==> config.mk <==
export PLATFORM = sky130hd
export DESIGN_NAME = mem_arbiter
export DESIGN_NICKNAME = d
export VERILOG_FILES = /design/src/rtl/mem_arbiter.sv
export SDC_FILE = /design/constraint.sdc
export NUM_CORES = 1
export LEC_CHECK = 0
export BUFFER_PORTS_ARGS = -buffer_cell sky130_fd_sc_hd__buf_2
export CAP_MARGIN = 20
export CORE_MARGIN = 2
export CORE_UTILIZATION = 45
export CTS_BUF_LIST = sky130_fd_sc_hd__clkbuf_16
export DETAILED_ROUTE_END_ITERATION = 10
export GPL_TIMING_DRIVEN = 0
export PLACE_DENSITY_LB_ADDON = 0.3
export RECOVER_POWER = 25
export SLEW_MARGIN = 20
export SYNTH_ARGS = -nofsm -noshare
export SYNTH_HDL_FRONTEND = slang
export SYNTH_SLANG_ARGS = --single-unit
export TNS_END_PERCENT = 100
==> constraint.sdc <==
create_clock -name clk -period 2.8 [get_ports clk]
set_clock_uncertainty 0.2 [all_clocks]
set_input_delay 0.7 -clock clk [delete_from_list [all_inputs] [get_ports clk]]
set_output_delay 0.7 -clock clk [all_outputs]
set_load 0.1 [all_outputs]
==> src/rtl/mem_arbiter.sv <==
// mem_arbiter: shares one single-port memory between the IF (fetch) and ME (load/store) stages,
// holding each grant for WAIT_STATES extra cycles. Build option: MEM_ARB_ROUND_ROBIN_EN.
module mem_arbiter #(
  parameter int unsigned WAIT_STATES = 1,
  parameter int unsigned XLEN        = 32
) (
  input  logic            clk,
  input  logic            reset,
  input  logic            if_req,
  input  logic [XLEN-1:0] if_addr,
  output logic [XLEN-1:0] if_rdata,
  output logic            if_ready,
  input  logic            me_req,
  input  logic            me_we,
  input  logic [2:0]      me_ctrl,
  input  logic [XLEN-1:0] me_addr,
  input  logic [XLEN-1:0] me_wdata,
  output logic [XLEN-1:0] me_rdata,
  output logic            me_ready,
  output logic [XLEN-1:0] mem_addr,
  output logic [XLEN-1:0] mem_wdata,
  output logic            mem_we,
  output logic [2:0]      mem_ctrl,
  input  logic [XLEN-1:0] mem_rdata,
  output logic            if_stall,
  output logic            me_stall
);

  typedef enum logic [1:0] {
    IDLE   = 2'b00,
    IF_ACC = 2'b01,
    ME_ACC = 2'b10
  } state_t;

  localparam logic [3:0] WS_C = WAIT_STATES[3:0];

  state_t          state_q;
  state_t          state_d;
  logic [3:0]      wcnt_q;
  logic [3:0]      wcnt_d;
  logic            last_me_q;
  logic            last_me_d;
  logic [XLEN-1:0] if_hold_q;
  logic [XLEN-1:0] if_hold_d;
  logic [XLEN-1:0] me_hold_q;
  logic [XLEN-1:0] me_hold_d;
  logic            if_done_s;
  logic            me_done_s;
  logic            pick_me_s;

  // Tie-break when both ports request in IDLE: true selects ME.
`ifdef MEM_ARB_ROUND_ROBIN_EN
  assign pick_me_s = ~last_me_q;
`else
  assign pick_me_s = 1'b1;
`endif

  assign if_done_s = (state_q == IF_ACC) && (wcnt_q == WS_C);
  assign me_done_s = (state_q == ME_ACC) && (wcnt_q == WS_C);

  // State, wait counter, grant history and holding registers
  always_ff @(posedge clk or negedge reset) begin
    if (!reset) begin
      state_q   <= IDLE;
      wcnt_q    <= 4'd0;
      last_me_q <= 1'b1;
      if_hold_q <= {XLEN{1'b0}};
      me_hold_q <= {XLEN{1'b0}};
    end else begin
      state_q   <= state_d;
      wcnt_q    <= wcnt_d;
      last_me_q <= last_me_d;
      if_hold_q <= if_hold_d;
      me_hold_q <= me_hold_d;
    end
  end

  // Next-state, wait counting and read-data capture on the closing edge
  always_comb begin
    state_d   = state_q;
    wcnt_d    = wcnt_q;
    last_me_d = last_me_q;
    if_hold_d = if_hold_q;
    me_hold_d = me_hold_q;
    case (state_q)
      IDLE: begin
        if (me_req && (!if_req || pick_me_s)) begin
          state_d   = ME_ACC;
          wcnt_d    = 4'd0;
          last_me_d = 1'b1;
        end else if (if_req) begin
          state_d   = IF_ACC;
          wcnt_d    = 4'd0;
          last_me_d = 1'b0;
        end else begin
          state_d = IDLE;
          wcnt_d  = 4'd0;
        end
      end
      IF_ACC: begin
        if (if_done_s) begin
          if_hold_d = mem_rdata;
          wcnt_d    = 4'd0;
          // The finishing port's req is stale here, so only the other port can follow directly.
          if (me_req) begin
            state_d   = ME_ACC;
            last_me_d = 1'b1;
          end else begin
            state_d = IDLE;
          end
        end else begin
          wcnt_d = wcnt_q + 4'd1;
        end
      end
      ME_ACC: begin
        if (me_done_s) begin
          me_hold_d = mem_rdata;
          wcnt_d    = 4'd0;
          if (if_req) begin
            state_d   = IF_ACC;
            last_me_d = 1'b0;
          end else begin
            state_d = IDLE;
          end
        end else begin
          wcnt_d = wcnt_q + 4'd1;
        end
      end
      default: begin
        state_d = IDLE;
        wcnt_d  = 4'd0;
      end
    endcase
  end

  // Memory-side drive: idle bus is all zeros, fetches are always word reads
  always_comb begin
    mem_addr  = {XLEN{1'b0}};
    mem_wdata = {XLEN{1'b0}};
    mem_we    = 1'b0;
    mem_ctrl  = 3'b000;
    case (state_q)
      IF_ACC: begin
        mem_addr = if_addr;
        mem_ctrl = 3'b010;
      end
      ME_ACC: begin
        mem_addr  = me_addr;
        mem_wdata = me_wdata;
        mem_we    = me_we;
        mem_ctrl  = me_ctrl;
      end
      default: begin
        mem_addr  = {XLEN{1'b0}};
        mem_wdata = {XLEN{1'b0}};
        mem_we    = 1'b0;
        mem_ctrl  = 3'b000;
      end
    endcase
  end

  assign if_ready = if_done_s;
  assign me_ready = me_done_s;
  assign if_rdata = if_done_s ? mem_rdata : if_hold_q;
  assign me_rdata = me_done_s ? mem_rdata : me_hold_q;
  assign if_stall = if_req & ~if_done_s;
  assign me_stall = me_req & ~me_done_s;

endmodule

==> results of run 1 <==
## synthesized netlist by cell type
library cell	n
mux2_4	80
dfrtp_1	70
mux2_2	48
nor2b_1	36
and2_1	35
a22oi_1	32
clkbuf_1	12
buf_12	10
ha_1	6
nor2_1	6
buf_4	4
inv_1	4
and2_4	2
buf_2	2
mux2i_1	2
o211ai_1	2
a21oi_1	1
buf_1	1
nand3_1	1
nor3b_2	1
or3b_2	1
xnor2_1	1
xor2_1	1
## sequential cells by signal, summed over array words and instances, names as in the netlist
name       cells
state_q        2
wcnt_q         4
me_hold_q     32
if_hold_q     32
## per-stage QoR
step | std cells | setup TNS [ps] | utilization
floorplan | 358 | -103.5 | -
global placement | 765 | -3138 | 0.6331
detailed placement | 766 | -10020 | 0.6353
CTS | 797 | -11450 | 0.8076
global route | 814 | -21920 | 0.8727
finish | 814 | -11940 | 0.8727
## final cells by class
class,instances,share of cell area
Sequential cell,70,0.1963
Buffer,27,0.04246
Inverter,4,0.001682
Timing Repair Buffer,306,0.3559
Clock buffer,9,0.02522
Tap cell,136,0.01906
Clock inverter,7,0.008268
Multi-Input combinational cell,255,0.3510
## metal layers
metal | wire length [um] | up-vias
li1 | - | 1904
met1 | 6826 | 2163
met2 | 10490 | 259
met3 | 1571 | 47
met4 | 541 | 0
met5 | 0 | -
## cells by family (layout without fill, tap and decap cells)
logic type / Yosys count / count (layout) / synth area share
multiplexers: 130 / 130 / 0.3764
buffers and inverters: 33 / 353 / 0.06495
AND/OR/NAND/NOR: 82 / 82 / 0.1091
flip-flops: 70 / 70 / 0.3742
XOR/XNOR: 2 / 2 / 0.003743
adder cells (fa/ha/maj): 6 / 6 / 0.01604
AO/OA/AOI/OAI: 35 / 35 / 0.05560
## final timing paths
| path | startpoint | to | slack [ps] | cells after the start |
|---|---|---|---|---|
| max | state_q[1] | if_rdata[11] | -250 | 7 |
| min | me_hold_q[5] | me_hold_q[5] | 310 | 1 |
| max reg2reg | wcnt_q[1] | me_hold_q[28] | 580 | 10 |
| min reg2reg | me_hold_q[5] | me_hold_q[5] | 310 | 1 |
| max in group asynchronous | reset | wcnt_q[0] | 270 | 2 |
| min in group asynchronous | reset | if_hold_q[11] | 600 | 1 |
## repair_timing
action                     4_1_cts  5_1_grt
setup endpoints to repair      136      136
setup buffers                   15       14
pin swaps                        2        4
resized for setup              383      130
gates cloned                     1        4
==> flow_metrics.env, run 1 <==
export IMPL_status="finished with violations"
export IMPL_violations="max-capacitance violations, max-slew violations, negative setup slack"
export IMPL_cts_hold_buf=0
export IMPL_grt_max_degree=41
export IMPL_setup_viol=65
export IMPL_crit_family="buffers and inverters"
export IMPL_io_buffers=271
export IMPL_num_antenna_cells=0
export IMPL_place_hpwl_um=10250
export IMPL_hold_class="reg2reg"
export IMPL_critPathRequiredTime_ps=1900
export IMPL_cp_max_fo=7
export IMPL_cap_violations=1
export IMPL_vias=4373
export IMPL_dr_pass1_iters=6
export IMPL_numCtsBuffers=9
export IMPL_rows=37
export IMPL_drive_gt1_frac=0.8319
export IMPL_worst_setup_path_start_kind="flip-flop"
export IMPL_cp_common_cell="buf_12"
export IMPL_cp_arrival_ps=2150
export IMPL_met1_usage=0.3394
export IMPL_fin_nets=815
export IMPL_cts_tree="yes"
export IMPL_die_h_um=106.0
export IMPL_multiInputGateArea_mm2=0.003134
export IMPL_path_buf_inv=4
export IMPL_hold_ws_ps=310.2
export IMPL_layout_common_cells="buf_2, mux2_4, buf_12, dfrtp_1, buf_4"
export IMPL_die_area_mm2=0.01123
export IMPL_drv_slew=32
export IMPL_tightest_slew_ps=1699
export IMPL_grt_pass1_vias=4531
export IMPL_synth_top_cell_area_share=0.3742
export IMPL_gr_max_usage_layer="met2"
export IMPL_synth_cells=358
export IMPL_regArea_mm2=0.001753
export IMPL_grt_setup_unrepaired="yes"
export IMPL_end_kind="primary output"
export IMPL_fmax_mhz=328.4
export IMPL_syn_num_nets=500
export IMPL_drc_errors=0
export IMPL_crit_slowest_cell="dfrtp_1"
export IMPL_stdcell_area_mm2=0.008929
export IMPL_fin_crit_sh=1.088
export IMPL_gp_congestion=0.8281
export IMPL_min_period_ps=3045
export IMPL_final_common_cell="buf_2"
export IMPL_cts_sinks=70
export IMPL_overflow=0
export IMPL_postPlaceCellArea_mm2=0.006500
export IMPL_post_place_ws_ps=-264.6
export IMPL_relSlewSlack=-0.1327
export IMPL_fill_cells=431
export IMPL_core_mm2=0.01023
export IMPL_synthesis_area_mm2=0.004681
export IMPL_finalHoldViolations=0
export IMPL_avgRoutedWirePerCell_um=23.87
export IMPL_start_util=0.4575
export IMPL_synth_area_leaders="dfrtp_1, mux2_4, mux2_2"
export IMPL_yosys_cell_types_count=23
export IMPL_synth_area_per_cell_um2=13.07
export IMPL_dr_first_iter_drc_count=276
export IMPL_clk_pin_slew_ps=60
export IMPL_cp_cell_sequence="inv_2 -> ha_2 -> and2_4 -> buf_12 -> clkbuf_16 -> mux2_4 -> buf_12"
export IMPL_grt_use_met3=0.06744
export IMPL_cts_root_buf="clkbuf_16"
export IMPL_cts_htree_levels=3
export IMPL_drtAntennaViolNets=0
export IMPL_ys_seq_elements=70
export IMPL_ioPinCount=272
export IMPL_die_w_um=106.0
export IMPL_synth_largest_area_cell="dfrtp_1"
export IMPL_crit_type="reg2out"
export IMPL_setup_slack_ps=-245.1
export IMPL_avgViaCountPerCell=5.372
export IMPL_grt_pass1_wl_um=24560
export IMPL_track_usage=0.2841
export IMPL_insertion_delay_ps=330
export IMPL_antenna_found_initial=0
export IMPL_gr_usage_met2=0.5065
export IMPL_ys_warn_count=0
export IMPL_clock_path_buffers=2
export IMPL_slowest_delay_ps=420
export IMPL_area_delta_synth_final_pct=90.75
export IMPL_synth_seq_area_share=0.3742
export IMPL_wl_um=19430
Power of run 1 is left out: the tool's default activity adds up to more than one toggle a clock period on the data nets, which glitch-free logic cannot reach.
==> run 2, diff against run 1 <==
- CORE_ASPECT_RATIO: unset -> 0.7
- PLACE_DENSITY: unset -> 0.82
- PLACE_DENSITY_LB_ADDON: 0.3 -> unset
==> flow_metrics.env, run 2 (synthesis results as in run 1) <==
export IMPL_status="finished with violations"
export IMPL_violations="negative setup slack"
export IMPL_grt_pass1_vias=4570
export IMPL_crit_family="buffers and inverters"
export IMPL_multiInputGateArea_mm2=0.003119
export IMPL_fill_cells=410
export IMPL_fin_crit_sh=1.090
export IMPL_grt_setup_unrepaired="yes"
export IMPL_critPathRequiredTime_ps=1900
export IMPL_drtAntennaViolNets=0
export IMPL_insertion_delay_ps=330
export IMPL_core_mm2=0.01024
export IMPL_gp_congestion=0.7745
export IMPL_relSlewSlack=0.1124
export IMPL_layout_common_cells="buf_2, buf_12, mux2_4, dfrtp_1, buf_4"
export IMPL_drive_gt1_frac=0.8292
export IMPL_wl_um=19280
export IMPL_cp_depth=8
export IMPL_cts_sinks=70
export IMPL_worst_setup_path_start_kind="flip-flop"
export IMPL_setup_viol=65
export IMPL_fin_nets=816
export IMPL_antenna_found_initial=1
export IMPL_r2r_slack_ps=620
export IMPL_area_delta_synth_final_pct=93.50
export IMPL_path_buf_inv=4
export IMPL_cts_root_buf="clkbuf_16"
export IMPL_drc_errors=0
export IMPL_track_usage=0.2937
export IMPL_start_util=0.4571
export IMPL_worstRegToRegCells=9
export IMPL_cts_tree="yes"
export IMPL_cp_cell_sequence="inv_1 -> ha_1 -> nor3b_4 -> and2_4 -> buf_12 -> clkbuf_16 -> mux2_4 -> buf_12"
export IMPL_crit_path_start="wcnt_q[1]"
export IMPL_clk_pin_slew_ps=60
export IMPL_vias=4350
export IMPL_grt_max_degree=59
export IMPL_numCtsBuffers=9
export IMPL_die_area_mm2=0.01125
export IMPL_dr_wl_met3_um=1055
export IMPL_min_period_ps=3052
export IMPL_io_buffers=271
export IMPL_regArea_mm2=0.001752
export IMPL_r2r_end="me_hold_q[23]"
export IMPL_place_hpwl_um=10480
export IMPL_crit_end="if_rdata[3]"
export IMPL_clock_path_buffers=2
export IMPL_drv_slew=0
export IMPL_crit_slowest_cell="dfrtp_1"
export IMPL_final_common_cell="buf_2"
export IMPL_hold_class="in2async"
export IMPL_cp_arrival_ps=2150
export IMPL_rows=31
export IMPL_finalSetupTns_ps=-12800
export IMPL_cp_common_cell="buf_12"
export IMPL_finalHoldViolations=0
export IMPL_slowest_delay_ps=370
export IMPL_setup_slack_ps=-251.5
export IMPL_hold_ws_ps=179.8
export IMPL_fmax_mhz=327.7
export IMPL_dr_wl_met2_um=10700
export IMPL_overflow=0
export IMPL_die_h_um=89.33
export IMPL_dr_pass1_iters=4
export IMPL_reg_largest_list="if_hold_q: 32 flops, me_hold_q: 32 flops, wcnt_q: 4 flops"
export IMPL_ioPinCount=272
export IMPL_cts_hold_buf=0
export IMPL_final_util=0.8845
export IMPL_tightest_slew_ps=1331
export IMPL_avgViaCountPerCell=5.357
export IMPL_end_kind="primary output"
export IMPL_grt_pass1_wl_um=25290
export IMPL_top_layer_used="met4"
export IMPL_rr_startpoint="wcnt_q[1]"
export IMPL_crit_type="reg2out"
export IMPL_cts_htree_levels=3
export IMPL_avgRoutedWirePerCell_um=23.75
export IMPL_cap_violations=0
export IMPL_cp_max_fo=7
export IMPL_wl_met1_um=7105
export IMPL_die_w_um=125.9
export IMPL_dr_first_iter_drc_count=218
run 2: timing repair:
action | in CTS | in global routing
gates cloned | 1 | 3
endpoints found under the setup margin | 136 | 130
buffers inserted | 19 | 10
pin swaps | 1 | 12
resized for setup | 444 | 102
run 2: area by class of cell:
type | count | share of cell area
Tap cell | 132 | 0.01823
Clock buffer | 9 | 0.02487
Sequential cell | 70 | 0.1934
Clock inverter | 7 | 0.01077
Multi-Input combinational cell | 255 | 0.3444
Buffer | 29 | 0.04752
Antenna cell | 1 | 0.0002763
Inverter | 4 | 0.001658
Timing Repair Buffer | 305 | 0.3589
run 2: worst min-delay path by stage:
stage          depth (start not counted)           from  slack [ps]            end
6_report                               1          reset         180   if_hold_q[8]
5_1_grt                                1          reset         240   if_hold_q[8]
4_1_cts                                1          reset           5   if_hold_q[8]
3_5_place_dp                           1  me_hold_q[28]         290  me_hold_q[28]
3_3_place_gp                           1      wcnt_q[0]         270      wcnt_q[0]
2_1_floorplan                          0          reset         200   if_hold_q[0]
run 2: through the flow:
stage	cell area (um2)	cells	worst slack, ps
final	9057	812	-251.5
after global routing	9057	812	-335.2
after CTS	8573	798	-229.1
after detailed placement	6502	762	-200.0
after global placement	6472	761	-114.4
after floorplan	4951	358	-103.5
run 2: metal layers:
metal  GRT usage  vias to the layer above
met1      0.3307                     2195
met4     0.08492                        0
met2      0.5503                      206
met5           0                        -
met3     0.08677                       40
li1            -                     1909
Power of run 2 is left out for the same reason.
==> run 3, diff against run 2 <==
- CORE_UTILIZATION: 45 -> 35
- PLACE_DENSITY: 0.82 -> 0.66
==> flow_metrics.env, run 3 (synthesis results as in run 1) <==
export IMPL_cp_max_fo=7
export IMPL_drc_errors=0
export IMPL_setup_slack_ps=-308.3
export IMPL_tightest_slew_ps=930.9
export IMPL_cp_common_cell="buf_12"
export IMPL_critPathRequiredTime_ps=1900
export IMPL_postPlaceCellArea_mm2=0.006538
export IMPL_cts_htree_levels=3
export IMPL_worstRegToRegCells=9
export IMPL_dr_pass1_iters=4
export IMPL_violations="negative setup slack"
export IMPL_die_area_mm2=0.01433
export IMPL_cp_arrival_ps=2210
export IMPL_ioPinCount=272
export IMPL_setup_viol=71
export IMPL_cp_depth=8
export IMPL_crit_path_start="wcnt_q[1]"
export IMPL_cts_sinks=70
export IMPL_rr_startpoint="wcnt_q[1]"
export IMPL_rows=35
export IMPL_drive_gt1_frac=0.8324
export IMPL_place_hpwl_um=10950
export IMPL_final_common_cell="buf_2"
export IMPL_grt_setup_unrepaired="yes"
export IMPL_die_h_um=100.8
export IMPL_worst_setup_path_start_kind="flip-flop"
export IMPL_core_mm2=0.01309
export IMPL_status="finished with violations"
export IMPL_numCtsBuffers=9
export IMPL_clock_path_buffers=2
export IMPL_crit_end="if_rdata[18]"
export IMPL_r2r_end="if_hold_q[26]"
export IMPL_cp_cell_sequence="inv_2 -> ha_4 -> nor3b_4 -> and2_4 -> buf_12 -> clkbuf_16 -> mux2_4 -> buf_12"
export IMPL_hold_class="in2async"
export IMPL_grt_pass1_vias=4435
export IMPL_dr_first_iter_drc_count=103
export IMPL_cts_hold_buf=0
export IMPL_relSlewSlack=0.3794
export IMPL_crit_type="reg2out"
export IMPL_clk_pin_slew_ps=60
export IMPL_avgViaCountPerCell=4.986
export IMPL_slowest_delay_ps=390
export IMPL_cts_tree="yes"
export IMPL_io_buffers=271
export IMPL_gp_congestion=0.7551
export IMPL_fmax_mhz=321.7
export IMPL_r2r_slack_ps=560
export IMPL_num_antenna_cells=0
export IMPL_die_w_um=142.2
export IMPL_grt_max_degree=38
export IMPL_end_kind="primary output"
export IMPL_insertion_delay_ps=320
export IMPL_overflow=0
export IMPL_reg_largest_list="if_hold_q: 32 flops, me_hold_q: 32 flops, wcnt_q: 4 flops"
export IMPL_layout_common_cells="buf_2, buf_12, mux2_4, dfrtp_1, buf_6"
export IMPL_fin_crit_sh=1.110
export IMPL_start_util=0.3575
export IMPL_drv_slew=0
export IMPL_avgRoutedWirePerCell_um=20.05
export IMPL_vias=4218
export IMPL_drtAntennaViolNets=0
export IMPL_min_period_ps=3108
export IMPL_cts_root_buf="clkbuf_16"
export IMPL_crit_family="buffers and inverters"
export IMPL_fin_nets=817
export IMPL_finalHoldViolations=0
export IMPL_wl_um=16960
export IMPL_crit_slowest_cell="dfrtp_1"
export IMPL_cap_violations=0
export IMPL_track_usage=0.2171
export IMPL_path_buf_inv=4
export IMPL_grt_pass1_wl_um=23960
export IMPL_antenna_found_initial=1
export IMPL_stdcell_area_mm2=0.009134
export IMPL_area_delta_synth_final_pct=95.13
-- run 3: cell types whose count changed in the layout (fill, tap and decap cells not counted), moves of 3 or more --
cell and delta:
and2_2 +4, and2_4 -4, buf_12 -9, buf_4 -22, buf_6 +31, mux2_2 -3
mux2_4 +3
-- run 3: worst reg2reg max path, delay by kind of cell (launching register included) --
family,cells,cell delay [ps]
buf+inv,5,610
simple gates,2,490
flops,1,390
mux,1,320
fa+ha+maj,1,120
-- run 3: through the flow --
| stage | utilization | TNS, ps | setup slack, ps | cells | hold WS [ps] |
|---|---|---|---|---|---|
| 6_report | 0.6976 | -17530 | -308.3 | 846 | 286.2 |
| 5_1_grt | 0.6976 | -23070 | -376.3 | 846 | 324.4 |
| 4_1_cts | 0.6600 | -17970 | -320.1 | 827 | 127.7 |
| 3_5_place_dp | 0.4993 | -14160 | -260.1 | 796 | 283.0 |
| 3_3_place_gp | 0.4976 | -6643 | -212.7 | 795 | 273.2 |
| 2_1_floorplan | - | -103.5 | -103.5 | 358 | 204.4 |
-- run 3: worst min-delay path by stage --
stage | to | cells past startpoint
2_1_floorplan | if_hold_q[0] | 0
5_1_grt | if_hold_q[7] | 1
3_5_place_dp | wcnt_q[0] | 1
6_report | me_hold_q[1] | 1
4_1_cts | me_hold_q[1] | 1
3_3_place_gp | wcnt_q[0] | 1
-- run 3: cell type report --
class,count,area [um2]
repair buffers,306,3322
fillers,851,3960
clock inverters,7,66.31
multi-input cells,255,3127
well taps,166,207.7
clock buffers,9,225.2
inverters,4,15.01
flip-flops and latches,70,1753
plain buffers,29,417.9
-- run 3: metal layers --
metal,wire length (um),GRT usage
met5,13,0
met4,299,0.05077
met3,1086,0.05606
met2,8943,0.3865
met1,6617,0.2650
-- run 3: timing repair --
| item | CTS | global route |
|---|---|---|
| setup endpoints to repair | 136 | 129 |
| buffers inserted | 12 | 15 |
| pin swaps | 2 | 4 |
| cloned | 3 | 4 |
| resized for setup | 461 | 85 |
Power of run 3 is left out for the same reason.
